File: config.mk
export PLATFORM = sky130hd
export DESIGN_NAME = mc_controller
export DESIGN_NICKNAME = d
export VERILOG_FILES = /design/src/rtl/mc_controller.sv
export SDC_FILE = /design/constraint.sdc
export NUM_CORES = 1
export LEC_CHECK = 0
export ABC_AREA = 1
export BUFFER_PORTS_ARGS = -buffer_cell sky130_fd_sc_hd__buf_2
export CORE_ASPECT_RATIO = 1.4
export CORE_MARGIN = 2
export CORE_UTILIZATION = 40
export CTS_CLUSTER_SIZE = 24
export DETAILED_ROUTE_END_ITERATION = 8
export GPL_TIMING_DRIVEN = 0
export HOLD_SLACK_MARGIN = 0.15
export PLACE_DENSITY = 0.63
export RECOVER_POWER = 25
export SYNTH_ARGS = -nofsm -noshare
export SYNTH_HDL_FRONTEND = slang
export SYNTH_SLANG_ARGS = --single-unit
File: constraint.sdc
create_clock -name clk -period 3.5 [get_ports clk]
set_clock_uncertainty 0.2 [all_clocks]
set_input_delay 0.525 -clock clk [delete_from_list [all_inputs] [get_ports clk]]
set_output_delay 0.525 -clock clk [all_outputs]
set_load 0.01 [all_outputs]
File: src/rtl/mc_controller.sv
`default_nettype none
// ============================================================================
// Module   : mc_controller
// Purpose  : Multi-cycle LEGv8 sequencer (Moore FSM) driving the shared
//            execute stage and the register-file, memory and PC enables.
//            Optional retired-instruction counter behind MC_RETIRE_CNT_EN.
// Revision : 1.0 - initial release
// ============================================================================
module mc_controller #(
    parameter int OPW  = 11
`ifdef MC_RETIRE_CNT_EN
    ,
    parameter int CNTW = 32
`endif
) (
    input  logic           clk,
    input  logic           reset,
    input  logic [OPW-1:0] opcode,
    input  logic           zero,
    input  logic           memReady,
    output logic           instrRead,
    output logic           irWrite,
    output logic           pcWrite,
    output logic           pcBranch,
    output logic           AluSrc,
    output logic [3:0]     AluControl,
    output logic           memRead,
    output logic           memWrite,
    output logic           regWrite,
    output logic           memtoReg,
    output logic           reg2loc,
    output logic           illegal
`ifdef MC_RETIRE_CNT_EN
    ,
    output logic [CNTW-1:0] retired
`endif
);

    typedef enum logic [2:0] {
        S_FETCH  = 3'd0,
        S_DECODE = 3'd1,
        S_EXEC   = 3'd2,
        S_MEM    = 3'd3,
        S_WB     = 3'd4,
        S_BRANCH = 3'd5,
        S_HALT   = 3'd6
    } state_t;

    typedef enum logic [2:0] {
        K_LDUR = 3'd0,
        K_STUR = 3'd1,
        K_ADD  = 3'd2,
        K_SUB  = 3'd3,
        K_AND  = 3'd4,
        K_ORR  = 3'd5,
        K_CBZ  = 3'd6,
        K_ILL  = 3'd7
    } iclass_t;

    typedef struct packed {
        logic       instr_read;
        logic       alu_src;
        logic [3:0] alu_ctrl;
        logic       mem_read;
        logic       mem_write;
        logic       reg_write;
        logic       mem_to_reg;
        logic       reg2loc;
    } ctrl_t;

    localparam logic [OPW-1:0] c_op_ldur   = 11'b11111000010;
    localparam logic [OPW-1:0] c_op_stur   = 11'b11111000000;
    localparam logic [OPW-1:0] c_op_add    = 11'b10001011000;
    localparam logic [OPW-1:0] c_op_sub    = 11'b11001011000;
    localparam logic [OPW-1:0] c_op_and    = 11'b10001010000;
    localparam logic [OPW-1:0] c_op_orr    = 11'b10101010000;
    localparam logic [7:0]     c_op_cbz_hi = 8'b10110100;

    localparam logic [3:0] c_alu_add  = 4'b0010;
    localparam logic [3:0] c_alu_sub  = 4'b0110;
    localparam logic [3:0] c_alu_and  = 4'b0000;
    localparam logic [3:0] c_alu_orr  = 4'b0001;
    localparam logic [3:0] c_alu_pass = 4'b0111;

    function automatic iclass_t decode_op(input logic [OPW-1:0] op);
        iclass_t k;
        k = K_ILL;
        if (op == c_op_ldur)                   k = K_LDUR;
        else if (op == c_op_stur)              k = K_STUR;
        else if (op == c_op_add)               k = K_ADD;
        else if (op == c_op_sub)               k = K_SUB;
        else if (op == c_op_and)               k = K_AND;
        else if (op == c_op_orr)               k = K_ORR;
        else if (op[OPW-1 -: 8] == c_op_cbz_hi) k = K_CBZ;
        return k;
    endfunction

    function automatic logic [3:0] alu_op(input iclass_t k);
        logic [3:0] a;
        case (k)
            K_SUB:   a = c_alu_sub;
            K_AND:   a = c_alu_and;
            K_ORR:   a = c_alu_orr;
            default: a = c_alu_add;
        endcase
        return a;
    endfunction

    // Moore decode of a state/class pair; MEM keeps the EXEC ALU setup.
    function automatic ctrl_t moore_ctrl(input state_t s, input iclass_t k);
        ctrl_t c;
        c          = '0;
        c.alu_ctrl = c_alu_add;
        case (s)
            S_FETCH: c.instr_read = 1'b1;
            S_EXEC: begin
                c.alu_src  = (k == K_LDUR) || (k == K_STUR);
                c.alu_ctrl = alu_op(k);
                c.reg2loc  = (k == K_STUR);
            end
            S_MEM: begin
                c.alu_src   = (k == K_LDUR) || (k == K_STUR);
                c.alu_ctrl  = alu_op(k);
                c.mem_read  = (k == K_LDUR);
                c.mem_write = (k == K_STUR);
            end
            S_WB: begin
                c.reg_write  = 1'b1;
                c.mem_to_reg = (k == K_LDUR);
            end
            S_BRANCH: begin
                c.reg2loc  = 1'b1;
                c.alu_ctrl = c_alu_pass;
            end
            default: ;
        endcase
        return c;
    endfunction

    state_t  state_q, state_d;
    iclass_t class_q, class_d;
    ctrl_t   ctrl_q;
    logic    illegal_q, illegal_d;

    always_comb begin
        state_d   = state_q;
        class_d   = class_q;
        illegal_d = illegal_q;
        case (state_q)
            S_FETCH: begin
                if (memReady) state_d = S_DECODE;
            end
            S_DECODE: begin
                class_d = decode_op(opcode);
                if (class_d == K_CBZ) begin
                    state_d = S_BRANCH;
                end else if (class_d == K_ILL) begin
                    state_d   = S_HALT;
                    illegal_d = 1'b1;
                end else begin
                    state_d = S_EXEC;
                end
            end
            S_EXEC: begin
                if ((class_q == K_LDUR) || (class_q == K_STUR)) state_d = S_MEM;
                else                                             state_d = S_WB;
            end
            S_MEM: begin
                if (memReady) state_d = (class_q == K_LDUR) ? S_WB : S_FETCH;
            end
            S_WB:     state_d = S_FETCH;
            S_BRANCH: state_d = S_FETCH;
            S_HALT:   state_d = S_HALT;
            default:  state_d = S_FETCH;
        endcase
    end

    // Outputs are registered from the next state, so they change with the state.
    always_ff @(posedge clk or posedge reset) begin
        if (reset) begin
            state_q   <= S_FETCH;
            class_q   <= K_ILL;
            ctrl_q    <= moore_ctrl(S_FETCH, K_ILL);
            illegal_q <= 1'b0;
        end else begin
            state_q   <= state_d;
            class_q   <= class_d;
            ctrl_q    <= moore_ctrl(state_d, class_d);
            illegal_q <= illegal_d;
        end
    end

    logic w_fetch_done;
    assign w_fetch_done = (state_q == S_FETCH) && memReady && !reset;

    assign instrRead  = ctrl_q.instr_read;
    assign irWrite    = w_fetch_done;
    assign pcWrite    = w_fetch_done;
    assign pcBranch   = (state_q == S_BRANCH) && zero;
    assign AluSrc     = ctrl_q.alu_src;
    assign AluControl = ctrl_q.alu_ctrl;
    assign memRead    = ctrl_q.mem_read;
    assign memWrite   = ctrl_q.mem_write;
    assign regWrite   = ctrl_q.reg_write;
    assign memtoReg   = ctrl_q.mem_to_reg;
    assign reg2loc    = ctrl_q.reg2loc;
    assign illegal    = illegal_q;

`ifdef MC_RETIRE_CNT_EN
    logic            w_retire;
    logic [CNTW-1:0] retired_q;

    assign w_retire = (state_q == S_WB) || (state_q == S_BRANCH) ||
                      ((state_q == S_MEM) && memReady && (class_q == K_STUR));

    always_ff @(posedge clk or posedge reset) begin
        if (reset)         retired_q <= '0;
        else if (w_retire) retired_q <= retired_q + CNTW'(1);
    end

    assign retired = retired_q;
`endif

endmodule
`default_nettype wire

Word level (Yosys, flattened, before mapping):

Cells that the tools add are included.

* add/subtract/negate cells: 0
* multipliers: 0
* div/mod/pow operators: 0
* order comparisons: 0
* eq/ne operators: 23
* shift operators: 0
* muxes and demuxes: 23
* bitwise operators: 1
* reduce and logical (&&, ||, !) cells: 12

Operators with widths (count)
* $eq A11 B11 Y1 const B: 6
* $mux W3: 12
* $eq A3 B3 Y1 const B: 8
* $eq A3 B2 Y1 const B: 5
* $pmux W3 S5: 1
* $logic_not A3 Y1: 4
* $eq A3 B1 Y1 const B: 3
* $pmux W3 S3: 1
* $eq A8 B8 Y1 const B: 1
* $mux W2: 4
* $pmux W4 S2: 1
* $logic_and A1 B1 Y1: 3
* $mux W1: 3
* $reduce_and A3 Y1: 1
* $logic_or A1 B1 Y1: 2
* $pmux W1 S2: 1
* $reduce_or A2 Y1: 1
* $logic_not A1 Y1: 1
* $not A1 Y1: 1

* flip-flop bits (word level): 18
* latch bits: 0
* bits in writable memories: 0
* memory bits (read-only): 0
* bits of input ports: 15
* word-level logic and storage cells: 70
* memories kept: 0

Depth between registers and ports, before layout:

Gate-level depths: netlist of run 1.

* depth in word-level cells: 16
* gate-level depth with buffers: 11

Least setup slack after synthesis of run 1:

Ideal clock, no wire load.

* kind: reg-to-output
* start: register state_q[1]
* end: output pcWrite
* arrival time: 0.976 ns
* required time: 2.775 ns
* setup slack: 1.799 ns
* cell stages (with the launch flop): 5
* buffers on the path: 1
* cells stage by stage: dfrtp_1 nor2_1 nand3_1 nor2_1 buf_4

* longest elaborated chain between the ends: 3

RTL lines
* start, declared: RTL line 140 `state_t state_q, state_d;`
* start signal, assigned: RTL line 186 `state_q <= state_d;`
* $logic_not A3 Y1: RTL line 194 `assign w_fetch_done = (state_q == S_FETCH) && memReady && !reset;`
* $logic_and A1 B1 Y1 (2 in a row): RTL line 194
* end, declared: RTL line 23 `output logic pcWrite,`

No other way between the ends.

Worst setup path after layout of run 1:

* start: input reset
* end: output pcWrite

* longest elaborated chain between the ends: 2

RTL lines
* start, declared: RTL line 17 `input logic reset,`
* $logic_not A1 Y1: RTL line 194
* $logic_and A1 B1 Y1: RTL line 194

No other way between the ends.

==> results of run 1 <==
[per-layer routing]
layer,part of all wire [%],up-vias
met3,3.9,5
met4,2.9,0
met2,55,25
met5,0,-
met1,38,429
li1,-,511
[worst max-delay path: stages]
cell,delay [ns]
dlygate4sd3_1,0.53
buf_2,0.13
nor2_1,0.12
buf_4,0.11
buf_2,0.11
[power by group]
group          switching, W  internal [W]  total (W)
sequential        0.0000286      0.000269   0.000298
combinational      0.000245      0.000127   0.000372
clock             0.0000601     0.0000445   0.000105
[metrics by stage]
stage,power [W],instances,hold WS (ns),utilization (%)
floorplan,0.000597,145,0.247,-
global placement,0.000679,207,0.234,50.3
detailed placement,0.000688,207,0.240,50.3
CTS,0.000792,212,0.262,51.8
global route,0.000839,212,0.298,51.1
finish,0.000775,212,0.257,51.1
[how the worst max path moves through the flow]
stage | start | to | slack, ns | cells after the start
after global routing | reset | pcWrite | 1.22 | 5
final | reset | pcWrite | 1.25 | 5
after floorplan | state_q[1] | pcWrite | 1.80 | 4
after global placement | opcode[10] | AluControl[0] | 1.59 | 10
after CTS | reset | pcWrite | 1.25 | 5
after detailed placement | opcode[7] | reg2loc | 1.55 | 11
[area by class of cell]
cell class	count	area (um^2)	area share, %
repair buffers	29	146	11.7
inverters	26	97.6	7.82
well taps	34	42.5	3.41
plain buffers	2	15.0	1.20
multi-input cells	100	489	39.2
clock buffers	4	26.3	2.10
flip-flops and latches	17	432	34.6
[cell usage in the layout (no fill, tap or decap)]
| master | instances |
|---|---|
| nand2_2 | 3 |
| o21ai_0 | 2 |
| conb_1 | 1 |
| dlygate4sd3_1 | 1 |
| dfstp_2 | 5 |
| or2_1 | 1 |
| dfrtp_1 | 12 |
| nand3_2 | 1 |
| a21o_1 | 1 |
| nand2_4 | 1 |
| nand3b_1 | 1 |
| nand3_1 | 16 |
| nand4_1 | 2 |
| nand2_1 | 32 |
| nor3_1 | 5 |
| clkbuf_1 | 4 |
| clkbuf_4 | 3 |
| nor2_2 | 5 |
| o21ai_1 | 1 |
| and2_1 | 1 |
| a21oi_1 | 2 |
| nor2_4 | 4 |
| buf_2 | 25 |
| nor2_1 | 21 |
| inv_1 | 24 |
| buf_4 | 2 |
| inv_2 | 2 |
[cells by family after synthesis]
logic type	Yosys count
AND/OR/NAND/NOR	93
buffers and inverters	28
AO/OA/AOI/OAI	6
other	1
flip-flops	17
==> metrics.yaml, run 1 <==
status: "finished, final reports clean"
gr-usage-all-layers_pct: 15.7
cts.clk_slew.worst_paths_ns: 0.09
synth_compound_area_share_pct: 3.11
r2r-end: "AluSrc"
placed_cell_area_mm2: 0.00123
nNetsFinal: 194
portBuffers: 28
drive_above_1_share_pct: 28.7
hp-start: "illegal"
first_global_vias: 876
dieArea_mm2: 0.00305
synth_xor_area_share_pct: 0
synth_area_per_cell_um2: 7.22
synthSimpleGateAreaFrac_pct: 44.6
finalCritPeriodShare_pct: 64.2
synthArstFlopShare_pct: 100
fill_cells: 271
tightest_slew_ns: 0.700
hold-path-cell-count: 1
htreeDepth: 1
post_cts_buffers: 0
rr_worst_depth: 7
yosysMostFrequentCell: "nand2_1"
crit_type: "in -> out"
syn2layout_area_growth_pct: 19.2
place.gp.congestion: 0.786
slew_headroom_pct: 53.0
synthCells: 145
yosysSeqAreaShare_pct: 41.2
grt_overflow: 0
core_area_mm2: 0.00244
first_pass_iters: 4
ys_seq_elements: 17
setup_violations: 0
leakage_nw: 0.689
muxShareOfSynthArea_pct: 0
clk_latency_ns: 0.30
first_iter_violations: 27
synth_edf_count: 0
vias_per_cell: 4.58
worst_slack_ns: 1.25
tns_ns: 0
grt_pass1_wl_um: 3430
hold_violations: 0
clock_sinks: 17
synth.area.top_cells: "dfrtp_1, dfstp_2, nand2_1, inv_1, nand3_1"
synth.lib_cells_used.distinct: 24
vias: 970
p_per_area_mw_per_mm2: 620
dp_slack_ns: 1.55
globalRoute.busiestLayer: "met2"
synth_top_family_by_area: "simple AND/OR/NAND/NOR gates"
yosys.area.top_type: "dfrtp_1"
min_period_ns: 2.25
totalWireLength_um: 2040
cts_root_buffer: "clkbuf_4"
use_met1_pct: 15.4
hold_class: "reg -> reg"
stdcell_area_mm2: 0.00125
peakVddDrop_v: 0.000258
ant_nets: 0
synthFlopType: "dfrtp_1"
numCtsBuffers: 3
wire_per_inst_um: 9.64
io_pins: 30
cp-end-kind: "primary output"
antennaDiodeCount: 0
cts_tree: "built"
synth_common_cells: "nand2_1, inv_1, nor2_1"
netlist_area_mm2: 0.00105
r2r_slack_ns: 1.45
ctsResizeCount: 0
path_max_fanout: 2
hold-path-endpoint: "illegal"
start_util_pct: 42.9
fmax_mhz: 445
hold_buffers: 1
use_met2_pct: 28.7
route.detailed.drc: 0
yosys_warnings: 0
die_h_um: 64.5
clock_path_buffers: 2
rsz0062_at_grt: "false"
synthAdderAreaFrac_pct: 0
num_rows: 21
use_met3_pct: 2.51
grt_max_degree: 18
r2r-start: "state_q[1]"
startpoint_type: "input port"
yosysTopAreaCellShare_pct: 28.7
synth.net_count: 160
die_w_um: 47.2
antenna_found_initial: 0
worst_ep_required_time_ns: 2.77
hpwl_um: 1720
cap_violations: 0
crit_arrival_ns: 1.52
final-max-slew-violation-count: 0
No activity file was read; power rests on OpenSTA's default activity.
==> run 2: changes to the inputs <==
==> constraint.sdc (replaced) <==
create_clock -name clk -period 2.3 [get_ports clk]
set_clock_uncertainty 0.2 [all_clocks]
set_input_delay 0.345 -clock clk [delete_from_list [all_inputs] [get_ports clk]]
set_output_delay 0.345 -clock clk [all_outputs]
set_load 0.01 [all_outputs]
==> metrics.yaml, run 2 (synthesis results as in run 1) <==
status: "finished, final reports clean"
fill_cells: 264  # -2.6%
antenna_found_initial: 0  # unchanged
htreeDepth: 1  # unchanged
final-max-slew-violation-count: 0  # unchanged
wire_per_inst_um: 9.54  # -1.0%
clock_path_buffers: 2  # unchanged
die_h_um: 64.5  # unchanged
route.detailed.drc: 0  # unchanged
setup_violations: 0  # unchanged
multiInputGateArea_um2: 503  # +2.8%
core_area_mm2: 0.00244  # unchanged
post_cts_buffers: 0  # unchanged
path_max_fanout: 3  # +1
hpwl_um: 1720  # unchanged
nNetsFinal: 195  # +0.52%
final_util_pct: 51.8  # +0.72 points
slew_headroom_pct: 59.2  # +6.2 points
clock_sinks: 17  # unchanged
first_iter_violations: 25  # -7.4%
rsz0062_at_grt: "false"
fmax_mhz: 497
start_util_pct: 42.9  # unchanged
layout_common_cells: "nand2_1, inv_1, nor2_1, buf_2, nand3_1"
hold_violations: 0  # unchanged
totalWireLength_um: 2030  # -0.54%
finalCritPeriodShare_pct: 87.6
crit_type: "in -> out"
antennaDiodeCount: 0  # unchanged
cts_root_buffer: "clkbuf_4"
hold_class: "reg -> reg"
ant_nets: 0  # unchanged
dp_cells: 207  # unchanged
die_w_um: 47.2  # unchanged
startpoint_type: "input port"
gr-usage-all-layers_pct: 15.9  # +0.16 points
grt_pass1_wl_um: 3470  # +1.2%
fin_cells: 213  # +0.47%
final_common_cell: "nand2_1"
peakVddDrop_v: 0.000394  # +53%
vias: 981  # +1.1%
portBuffers: 28  # unchanged
dieArea_mm2: 0.00305  # unchanged
worst_ep_required_time_ns: 1.75  # -1.02 ns
tightest_slew_ns: 0.611  # -0.0888 ns
grt_max_degree: 18  # unchanged
drive_above_1_share_pct: 26.8  # -1.8 points
first_pass_iters: 4  # unchanged
min_period_ns: 2.01
report.power.total_w: 0.00119  # +54%
syn2layout_area_growth_pct: 20.9
num_rows: 21  # unchanged
clk_latency_ns: 0.30  # about the same
cts.clk_slew.worst_paths_ns: 0.09  # about the same
cts_tree: "built"
numCtsBuffers: 3  # unchanged
vias_per_cell: 4.61  # +0.66%
tns_ns: 0  # unchanged
leakage_nw: 0.675  # -1.9%
cp-end-kind: "primary output"
grt_overflow: 0  # unchanged
cap_violations: 0  # unchanged
crit_arrival_ns: 1.47  # -0.05 ns
register_area_um2: 432  # unchanged
p_per_area_mw_per_mm2: 942  # +52%
first_global_vias: 887  # +1.3%
place.gp.congestion: 0.786  # unchanged
io_pins: 30  # unchanged
==> run 2: through the flow <==
stage	hold WS (ns)	cell area [um^2]	setup slack (ns)
2_1_floorplan	0.0674	1050	0.734
3_3_place_gp	0.234	1230	0.570
3_5_place_dp	0.240	1230	0.535
4_1_cts	0.262	1280	0.322
5_1_grt	0.298	1270	0.201
6_report	0.257	1270	0.286
==> run 2: power breakdown <==
part	total [W]	internal [W]	switching, W	leakage, nW
Combinational	0.000574	0.000196	0.000377	0.449
Sequential	0.000461	0.000410	0.0000508	0.211
Clock	0.000159	0.0000677	0.0000912	0.0150
Total	0.00119	0.000674	0.000519	0.675
==> run 2: layout make-up <==
type                            count  share of cell area (%)
Sequential cell                    17                    34.1
Tap cell                           34                    3.36
Buffer                              2                    1.19
Timing Repair Buffer               30                    11.9
Multi-Input combinational cell    100                    39.7
Clock buffer                        4                    2.08
Inverter                           26                    7.71
==> run 2: what timing repair did <==
item                                   CTS  global route
endpoints found under the hold margin   13             0
hold buffers                             2             0
resized for setup                        0             0
==> run 2: final timing paths <==
path / startpoint / end / slack [ns] / depth (start not counted)
max: memReady / pcWrite / 0.29 / 6
max reg2reg: state_q[1] / AluSrc / 0.58 / 7
min reg2reg: illegal / illegal / 0.26 / 1
min in group asynchronous: reset / memRead / 0.45 / 3
max in group asynchronous: reset / state_q[2] / 1.05 / 3
min: illegal / illegal / 0.26 / 1
==> run 2: critical path, stage by stage <==
cell	delay [ns]
dlygate4sd3_1	0.52
clkbuf_1	0.14
nand3_1	0.11
nor2_1	0.12
buf_4	0.11
buf_2	0.11
==> run 2: routing by layer <==
layer	vias up	routed length [um]	GRT usage [%]
met3	5	89	2.51
met4	0	59	8.33
met1	434	755	15.6
met5	-	0	0
li1	513	-	-
met2	29	1130	29.1
